File: src/rtl/alu_share_arbiter_if.sv
// Bus bundle for alu_share_arbiter: two requester ports, the shared-ALU
// connection and the response channel. The arbiter uses the slave modport and
// the surrounding environment uses master.
interface alu_share_arbiter_if #(
    parameter int unsigned WIDTH = 32
);
    logic             req0_valid;
    logic             req0_ready;
    logic [3:0]       req0_op;
    logic [WIDTH-1:0] req0_a;
    logic [WIDTH-1:0] req0_b;

    logic             req1_valid;
    logic             req1_ready;
    logic [3:0]       req1_op;
    logic [WIDTH-1:0] req1_a;
    logic [WIDTH-1:0] req1_b;

    logic [3:0]       alu_op;
    logic [WIDTH-1:0] alu_a;
    logic [WIDTH-1:0] alu_b;
    logic [WIDTH-1:0] alu_result;

    logic             rsp_valid;
    logic             rsp_ready;
    logic             rsp_id;
    logic [WIDTH-1:0] rsp_result;
    logic             busy;

    modport slave (
        input  req0_valid, req0_op, req0_a, req0_b,
        output req0_ready,
        input  req1_valid, req1_op, req1_a, req1_b,
        output req1_ready,
        output alu_op, alu_a, alu_b,
        input  alu_result,
        output rsp_valid, rsp_id, rsp_result, busy,
        input  rsp_ready
    );

    modport master (
        output req0_valid, req0_op, req0_a, req0_b,
        input  req0_ready,
        output req1_valid, req1_op, req1_a, req1_b,
        input  req1_ready,
        input  alu_op, alu_a, alu_b,
        output alu_result,
        input  rsp_valid, rsp_id, rsp_result, busy,
        output rsp_ready
    );
endinterface

File: src/rtl/alu_share_arbiter.sv
// Two-port arbiter in front of one shared combinational ALU.
// One operation in flight: IDLE (accept) -> EXEC (drive ALU, capture) -> RESP.
// Build option ALU_ARB_RR_EN: round-robin arbitration; when undefined, port 0
// has fixed priority with a starvation counter that lets port 1 through after
// STARVE_LIMIT consecutive port-0 wins.
module alu_share_arbiter #(
    parameter int unsigned WIDTH        = 32,
    parameter int unsigned STARVE_LIMIT = 4
) (
    input logic               clk,
    input logic               reset,
    alu_share_arbiter_if.slave bus
);
    localparam logic [3:0] OpAdd = 4'b0010;
    localparam logic [3:0] OpMax = 4'b0110;

    typedef enum logic [1:0] {
        StIdle,
        StExec,
        StResp
    } state_e;

    state_e           state_q, state_d;
    logic [3:0]       op_q;
    logic [WIDTH-1:0] a_q;
    logic [WIDTH-1:0] b_q;
    logic [WIDTH-1:0] result_q;
    logic             id_q;

    logic             grant0;
    logic             grant1;
    logic             accept;

`ifdef ALU_ARB_RR_EN
    // Port granted most recently; reset value 1 gives port 0 the first turn.
    logic last_q;

    // Round-robin winner selection: on contention the port not granted last wins.
    always_comb begin
        grant0 = bus.req0_valid;
        grant1 = bus.req1_valid;
        if (bus.req0_valid && bus.req1_valid) begin
            grant0 = last_q;
            grant1 = ~last_q;
        end
    end

    // Pointer follows every accept.
    always_ff @(posedge clk) begin
        if (reset) begin
            last_q <= 1'b1;
        end else if (accept) begin
            last_q <= grant1;
        end
    end
`else
    localparam int unsigned CntW = (STARVE_LIMIT > 0) ? $clog2(STARVE_LIMIT + 1) : 1;
    localparam logic [CntW-1:0] Limit = CntW'(STARVE_LIMIT);

    logic [CntW-1:0] starve_q;
    logic            starved;

    assign starved = (starve_q == Limit);

    // Fixed priority to port 0 unless port 1 has waited out the limit.
    always_comb begin
        grant0 = bus.req0_valid && !(bus.req1_valid && starved);
        grant1 = bus.req1_valid && !(bus.req0_valid && !starved);
    end

    // Count port-0 wins taken while port 1 was waiting; any other grant clears.
    always_ff @(posedge clk) begin
        if (reset) begin
            starve_q <= '0;
        end else if (accept) begin
            if (grant0 && bus.req1_valid) begin
                starve_q <= starved ? starve_q : starve_q + 1'b1;
            end else begin
                starve_q <= '0;
            end
        end
    end
`endif

    // Readies only in IDLE and never while reset is applied.
    assign bus.req0_ready = (state_q == StIdle) && !reset && grant0;
    assign bus.req1_ready = (state_q == StIdle) && !reset && grant1;
    assign accept         = bus.req0_ready || bus.req1_ready;

    // State register.
    always_ff @(posedge clk) begin
        if (reset) begin
            state_q <= StIdle;
        end else begin
            state_q <= state_d;
        end
    end

    // Next-state logic.
    always_comb begin
        state_d = state_q;
        unique case (state_q)
            StIdle:  if (accept) state_d = StExec;
            StExec:  state_d = StResp;
            StResp:  if (bus.rsp_ready) state_d = StIdle;
            default: state_d = StIdle;
        endcase
    end

    // Operation capture on accept and result capture at the end of EXEC.
    always_ff @(posedge clk) begin
        if (reset) begin
            op_q     <= OpAdd;
            a_q      <= '0;
            b_q      <= '0;
            id_q     <= 1'b0;
            result_q <= '0;
        end else begin
            if (accept) begin
                op_q <= grant1 ? bus.req1_op : bus.req0_op;
                a_q  <= grant1 ? bus.req1_a : bus.req0_a;
                b_q  <= grant1 ? bus.req1_b : bus.req0_b;
                id_q <= grant1;
            end
            if (state_q == StExec) begin
                result_q <= bus.alu_result;
            end
        end
    end

    // ALU drive: idle value is ADD 0,0; unknown op codes execute as ADD.
    always_comb begin
        bus.alu_op = OpAdd;
        bus.alu_a  = '0;
        bus.alu_b  = '0;
        if (state_q == StExec) begin
            bus.alu_op = (op_q <= OpMax) ? op_q : OpAdd;
            bus.alu_a  = a_q;
            bus.alu_b  = b_q;
        end
    end

    assign bus.rsp_valid  = (state_q == StResp);
    assign bus.rsp_id     = id_q;
    assign bus.rsp_result = result_q;
    assign bus.busy       = (state_q != StIdle);
endmodule

File: src/flat_wrapper.sv
// flat-port wrapper written by rule: the top's interface ports become plain ports
module alu_share_arbiter_flat 
#(
    parameter int unsigned WIDTH        = 32,
    parameter int unsigned STARVE_LIMIT = 4
)
  (clk, reset, bus_req0_valid, bus_req0_op, bus_req0_a, bus_req0_b, bus_req0_ready, bus_req1_valid, bus_req1_op, bus_req1_a, bus_req1_b, bus_req1_ready, bus_alu_op, bus_alu_a, bus_alu_b, bus_alu_result, bus_rsp_valid, bus_rsp_id, bus_rsp_result, bus_busy, bus_rsp_ready);
  alu_share_arbiter_if #(.WIDTH(WIDTH)) bus_i ();
  input logic clk;
  input logic reset;
  input wire logic [$bits(bus_i.req0_valid)-1:0] bus_req0_valid;
  input wire logic [$bits(bus_i.req0_op)-1:0] bus_req0_op;
  input wire logic [$bits(bus_i.req0_a)-1:0] bus_req0_a;
  input wire logic [$bits(bus_i.req0_b)-1:0] bus_req0_b;
  output wire logic [$bits(bus_i.req0_ready)-1:0] bus_req0_ready;
  input wire logic [$bits(bus_i.req1_valid)-1:0] bus_req1_valid;
  input wire logic [$bits(bus_i.req1_op)-1:0] bus_req1_op;
  input wire logic [$bits(bus_i.req1_a)-1:0] bus_req1_a;
  input wire logic [$bits(bus_i.req1_b)-1:0] bus_req1_b;
  output wire logic [$bits(bus_i.req1_ready)-1:0] bus_req1_ready;
  output wire logic [$bits(bus_i.alu_op)-1:0] bus_alu_op;
  output wire logic [$bits(bus_i.alu_a)-1:0] bus_alu_a;
  output wire logic [$bits(bus_i.alu_b)-1:0] bus_alu_b;
  input wire logic [$bits(bus_i.alu_result)-1:0] bus_alu_result;
  output wire logic [$bits(bus_i.rsp_valid)-1:0] bus_rsp_valid;
  output wire logic [$bits(bus_i.rsp_id)-1:0] bus_rsp_id;
  output wire logic [$bits(bus_i.rsp_result)-1:0] bus_rsp_result;
  output wire logic [$bits(bus_i.busy)-1:0] bus_busy;
  input wire logic [$bits(bus_i.rsp_ready)-1:0] bus_rsp_ready;
  assign bus_i.req0_valid = bus_req0_valid;
  assign bus_i.req0_op = bus_req0_op;
  assign bus_i.req0_a = bus_req0_a;
  assign bus_i.req0_b = bus_req0_b;
  assign bus_req0_ready = bus_i.req0_ready;
  assign bus_i.req1_valid = bus_req1_valid;
  assign bus_i.req1_op = bus_req1_op;
  assign bus_i.req1_a = bus_req1_a;
  assign bus_i.req1_b = bus_req1_b;
  assign bus_req1_ready = bus_i.req1_ready;
  assign bus_alu_op = bus_i.alu_op;
  assign bus_alu_a = bus_i.alu_a;
  assign bus_alu_b = bus_i.alu_b;
  assign bus_i.alu_result = bus_alu_result;
  assign bus_rsp_valid = bus_i.rsp_valid;
  assign bus_rsp_id = bus_i.rsp_id;
  assign bus_rsp_result = bus_i.rsp_result;
  assign bus_busy = bus_i.busy;
  assign bus_i.rsp_ready = bus_rsp_ready;
  alu_share_arbiter #(.WIDTH(WIDTH), .STARVE_LIMIT(STARVE_LIMIT)) u_core (.clk(clk), .reset(reset), .bus(bus_i));
endmodule
File: config.mk
export PLATFORM = sky130hd
export DESIGN_NAME = alu_share_arbiter_flat
export DESIGN_NICKNAME = d
export VERILOG_FILES = /design/src/rtl/alu_share_arbiter_if.sv /design/src/rtl/alu_share_arbiter.sv /design/src/flat_wrapper.sv
export SDC_FILE = /design/constraint.sdc
export NUM_CORES = 1
export LEC_CHECK = 0
export ABC_AREA = 1
export CORE_UTILIZATION = 40
export CTS_CLUSTER_SIZE = 14
export DETAILED_ROUTE_END_ITERATION = 8
export GPL_ROUTABILITY_DRIVEN = 0
export PLACE_DENSITY = 0.93
export SLEW_MARGIN = 20
export SYNTH_ARGS = -nofsm -noshare
export SYNTH_HDL_FRONTEND = slang
export SYNTH_SLANG_ARGS = --single-unit
File: constraint.sdc
create_clock -name clk -period 1.8 [get_ports clk]
set_input_delay 0.36 -clock clk [delete_from_list [all_inputs] [get_ports clk]]
set_output_delay 0.36 -clock clk [all_outputs]
set_load 0.01 [all_outputs]
# ---- Word-level counts from Yosys, hierarchy flattened
# Cells that the tools add are included.
dict set report word_totals {
  register_bits 106
  latch_bits 0
  mem_bits_rw 0
  mem_bits_ro 0
  input_bits 173
  output_inout_bits 105
  word_cells 44
  n_memories 0
}
dict set report classes {
  addsub 1
  multipliers 0
  n_div 0
  order_cmp 1
  n_eq_ne 6
  shift 0
  muxes 12
  bitwise_logic 0
  n_reduce_logical 17
}
# operator count
set op_table {}
lappend op_table {{2-to-1 mux 32 bit} 4}
lappend op_table {{2-to-1 mux 4 bit} 3}
lappend op_table {{logical AND 1 bit} 8}
lappend op_table {{2-to-1 mux 3 bit} 2}
lappend op_table {{one-hot mux 2 bit (3 select lines)} 1}
lappend op_table {{less-or-equal comparator 4 x 3 -> 1 bit (second input constant)} 1}
lappend op_table {{logical NOT 1 bit} 4}
lappend op_table {{2-to-1 mux 2 bit} 2}
lappend op_table {{!= test 2 x 1 -> 1 bit (second input constant)} 2}
lappend op_table {{AND reduction 2 bit} 2}
lappend op_table {{adder 3 x 1 -> 3 bit (second input constant)} 1}
lappend op_table {{equality test 3 bit (second input constant)} 1}
lappend op_table {{equality test 2 x 1 -> 1 bit (second input constant)} 1}
lappend op_table {{equality test 2 bit (second input constant)} 1}
lappend op_table {{logical NOT 2 bit} 1}
lappend op_table {{!= test 2 bit (second input constant)} 1}
lappend op_table {{nonzero test 2 bit} 1}
lappend op_table {{logical OR 1 bit} 1}

# ---- Depth between registers and ports, before layout
dict set report logic_depth {
  depth_word 9
  ltp_mapped 11
}

# ---- Least setup slack after synthesis
# Ideal clock, no wire load.
dict set report synth_timing {
  path_kind {flip-flop to output port}
  startpoint {register u_core.starve_q[0]}
  endpoint {output port bus_req1_ready}
  t_arrival_ns 1.180
  required_ns 1.440
  setup_slack_ns 0.260
  path_stages_with_launch 8
  path_buffers 1
  cell_sequence {dfxtp_1 -> inv_1 -> ha_1 -> nand2_1 -> nand2_2 -> clkbuf_1 -> nand3_1 -> inv_1}
}
dict set report synth_via {
  elab_chain_len 6
}
# item line
set synth_lines {}
lappend synth_lines {{start, declared} alu_share_arbiter.sv:60} ;# logic [CntW-1:0] starve_q;
lappend synth_lines {{start signal, assigned} alu_share_arbiter.sv:77} ;# starve_q <= starved ? starve_q : starve_q + 1'b1;
lappend synth_lines {{equality test 3 bit} alu_share_arbiter.sv:63} ;# assign starved = (starve_q == Limit);
lappend synth_lines {{logical NOT 1 bit} alu_share_arbiter.sv:68} ;# grant1 = bus.req1_valid && !(bus.req0_valid && !starved);
lappend synth_lines {{logical AND 1 bit} alu_share_arbiter.sv:68}
lappend synth_lines {{logical NOT 1 bit} alu_share_arbiter.sv:68}
lappend synth_lines {{logical AND 1 bit} alu_share_arbiter.sv:68}
lappend synth_lines {{logical AND 1 bit} alu_share_arbiter.sv:87} ;# assign bus.req1_ready = (state_q == StIdle) && !reset && grant1;
lappend synth_lines {{end, declared} flat_wrapper.sv:20} ;# output wire logic [$bits(bus_i.req1_ready)-1:0] bus_req1_ready;
# Every way passes these cells.

# ---- Final worst setup path
dict set report layout_timing {
  startpoint {register u_core.state_q[1]}
  endpoint {output port bus_alu_op[1]}
}
dict set report layout_via {
  elab_chain_len 2
}
# item line
set layout_lines {}
lappend layout_lines {{start, declared} alu_share_arbiter.sv:23} ;# state_e state_q, state_d;
lappend layout_lines {{start signal, assigned} alu_share_arbiter.sv:93} ;# state_q <= StIdle;
lappend layout_lines {{start signal, assigned} alu_share_arbiter.sv:95} ;# state_q <= state_d;
lappend layout_lines {{equality test 2 x 1 -> 1 bit} alu_share_arbiter.sv:136} ;# if (state_q == StExec) begin
lappend layout_lines {{2-to-1 mux 4 bit} alu_share_arbiter.sv:136}
lappend layout_lines {{end, declared} flat_wrapper.sv:21} ;# output wire logic [$bits(bus_i.alu_op)-1:0] bus_alu_op;
# Every way passes these cells.

==> out/qor.yml <==
global_route:
  grt_max_degree: 56
  grt_pass1_wl_um: 27520
  grt_util_all_layers_pct: 24.59
  grt_pass1_vias: 5922
  antenna_found_initial: 0
  overflow: 0
synthesis:
  synth.ff_latch_count: 106
  synth_area_mm2: 0.005423
  synth.yosys.warnings: 0
  netlist_instances: 918
  ys_seq_area_share_pct: 39.13
  synthDistinctLibCells: 17
  syn-num-nets: 1093
  syn_avg_cell_area_um2: 5.907
timing:
  finalCritPeriodShare_pct: 98.81
  slew_viol_final: 0
  finalSetupViolCount: 0
  fin_worst_skew_ns: 0.01104
  hold_violations: 0
  finalCriticalPeriod_ns: 1.778
  setup_tns_ns: 0
  finalWorstSetupSlack_ns: 0.02151
  holdWs_ns: 0.4789
  grt_setup_unrepaired: "yes"
  fmax_mhz: 562.3
status:
  status: "finished with violations"
  violations: "design-rule violations"
cts:
  cts_tree: "built"
  clk-insertion-delay-late_ns: 0.35
  cts_made_buffers: 9
  clock_path_buffers: 2
  clockRootBuffer: "clkbuf_16"
  cts_hold_buf: 0
  clk_pin_slew_ns: 0.07
  clock-sinks: 106
  cts_max_level: 3
final_layout:
  antennaDiodeCount: 0
  regArea_mm2: 0.002132
  final_common_cell: "nand2_1"
  final_cell_mix: "280 x nand2_1, 268 x nor2_1, 204 x clkdlybuf4s50_1"
  nets: 1366
  multi_input_area_mm2: 0.002746
  post_route_cells_drive_above_1_share_pct: 12.12
  synthToLayoutAreaGrowth_pct: 60.91
  final_core_util_pct: 65.89
  fill_cells: 1147
die:
  die_y_um: 118.4
  die_area_mm2: 0.01403
  pin_count: 278
  die_w_um: 118.4
  coreArea_mm2: 0.01324
  rows: 42
  start_util_pct: 40.95
worst_setup_path:
  path_class: "flip-flop to output pin"
  cp.required_ns: 1.44
  end_kind: "output pin"
  cp-start-kind: "flip-flop"
  arrival_ns: 1.42
  critPathMaxFanout: 5
drt:
  avgRoutedWirePerCell_um: 12.82
  drc: 2
  routed_wl_um: 17600
  viasPerCell: 4.679
  antenna_left: 0
  drt_first_pass_iters: 7
  drt_iter0_drc: 375
  num_vias: 6419
pwr:
  ir_drop_mv: 0.5341
  p_total_mw: 6.744
  power_density_mw_per_mm2: 772.8
  p_leak_nw: 4.260
placement:
  place_ws_ns: -0.2108
  io_buffers: 276
  hpwl_um: 12820
job:
  cap_viol_max_count: 0
worst_hold_path:
  hold_class: "flip-flop to flip-flop"
cell families (layout without fill, tap and decap cells):
logic type	after synthesis	after routing	synth area share, %
xor+xnor	1	1	0.1615
compound gates	40	40	3.992
simple gates	628	628	45.29
flops	106	106	39.13
other cells	1	1	0.06915
buf+inv	140	418	10.89
fa+ha+maj	2	2	0.4614
cell usage after synthesis:
library cell	n	area, um2
nand2_1	282	1059
nor2_1	270	1013
dfxtp_1	106	2122
inv_1	78	292.8
nand3_1	73	365.4
o21ai_0	34	170.2
buf_2	28	140.1
clkbuf_1	24	90.09
buf_4	8	60.06
a21oi_1	5	25.02
buf_1	2	7.510
ha_1	2	25.02
nand2_2	2	12.51
conb_1	1	3.750
o211ai_4	1	21.27
or2_2	1	6.260
xnor2_1	1	8.760
area by class of cell:
class	count	share of cell area (%)
Clock buffer	10	2.624
Clock inverter	6	1.319
Inverter	78	3.413
Multi-Input combinational cell	672	31.47
Sequential cell	106	24.43
Tap cell	176	2.524
Timing Repair Buffer	324	34.21
where the power goes:
part           switching, mW  internal (mW)
logic                  0.899          0.944
registers             0.0856           2.57
clock network          0.877           1.37
total                   1.86           4.88
through the flow:
stage,cells,cell area [um2]
after detailed placement,1352,8578
final,1372,8726
after CTS,1369,8842
after floorplan,918,5423
after global routing,1372,8726
after global placement,1352,8578
final timing paths:
check / from / end / slack, ns / depth (start not counted)
worst max-delay path: u_core.state_q[1] / bus_alu_op[1] / 0.02 / 6
worst min-delay path: u_core.bus.rsp_id / u_core.bus.rsp_id / 0.48 / 2
worst max register to register: u_core.starve_q[1] / u_core.b_q[21] / 0.18 / 11
worst min register to register: u_core.bus.rsp_id / u_core.bus.rsp_id / 0.48 / 2
what timing repair did:
item / 4_1_cts / 5_1_grt
pin swaps: 1 / 1
gates resized for setup: 95 / 134
gates cloned: 0 / 2
endpoints found under the setup margin: 71 / 100
buffers inserted: 1 / 1
metal layers:
metal,vias up,track usage (%),wire length [um]
met5,-,0,0
met4,0,11.87,582
met3,39,3.958,1025
met2,245,46.14,8985
met1,2843,26.66,7003
li1,3292,-,-
state kept, by name (all words and copies together) (netlist names):
| signal | flops |
|---|---|
| u_core.a_q | 32 |
| u_core.b_q | 32 |
| u_core.bus.rsp_result | 32 |
| u_core.op_q | 4 |
| u_core.starve_q | 3 |
| u_core.state_q | 2 |
| u_core.bus.rsp_id | 1 |
worst max-delay path, stage by stage, from the launching register on:
cell and delay [ns]:
dfxtp_4 0.36, inv_4 0.08, nand2_8 0.08, inv_4 0.07, nand3_2 0.06, or2_2 0.27, buf_4 0.15
No activity file was read; power rests on OpenSTA's default activity.
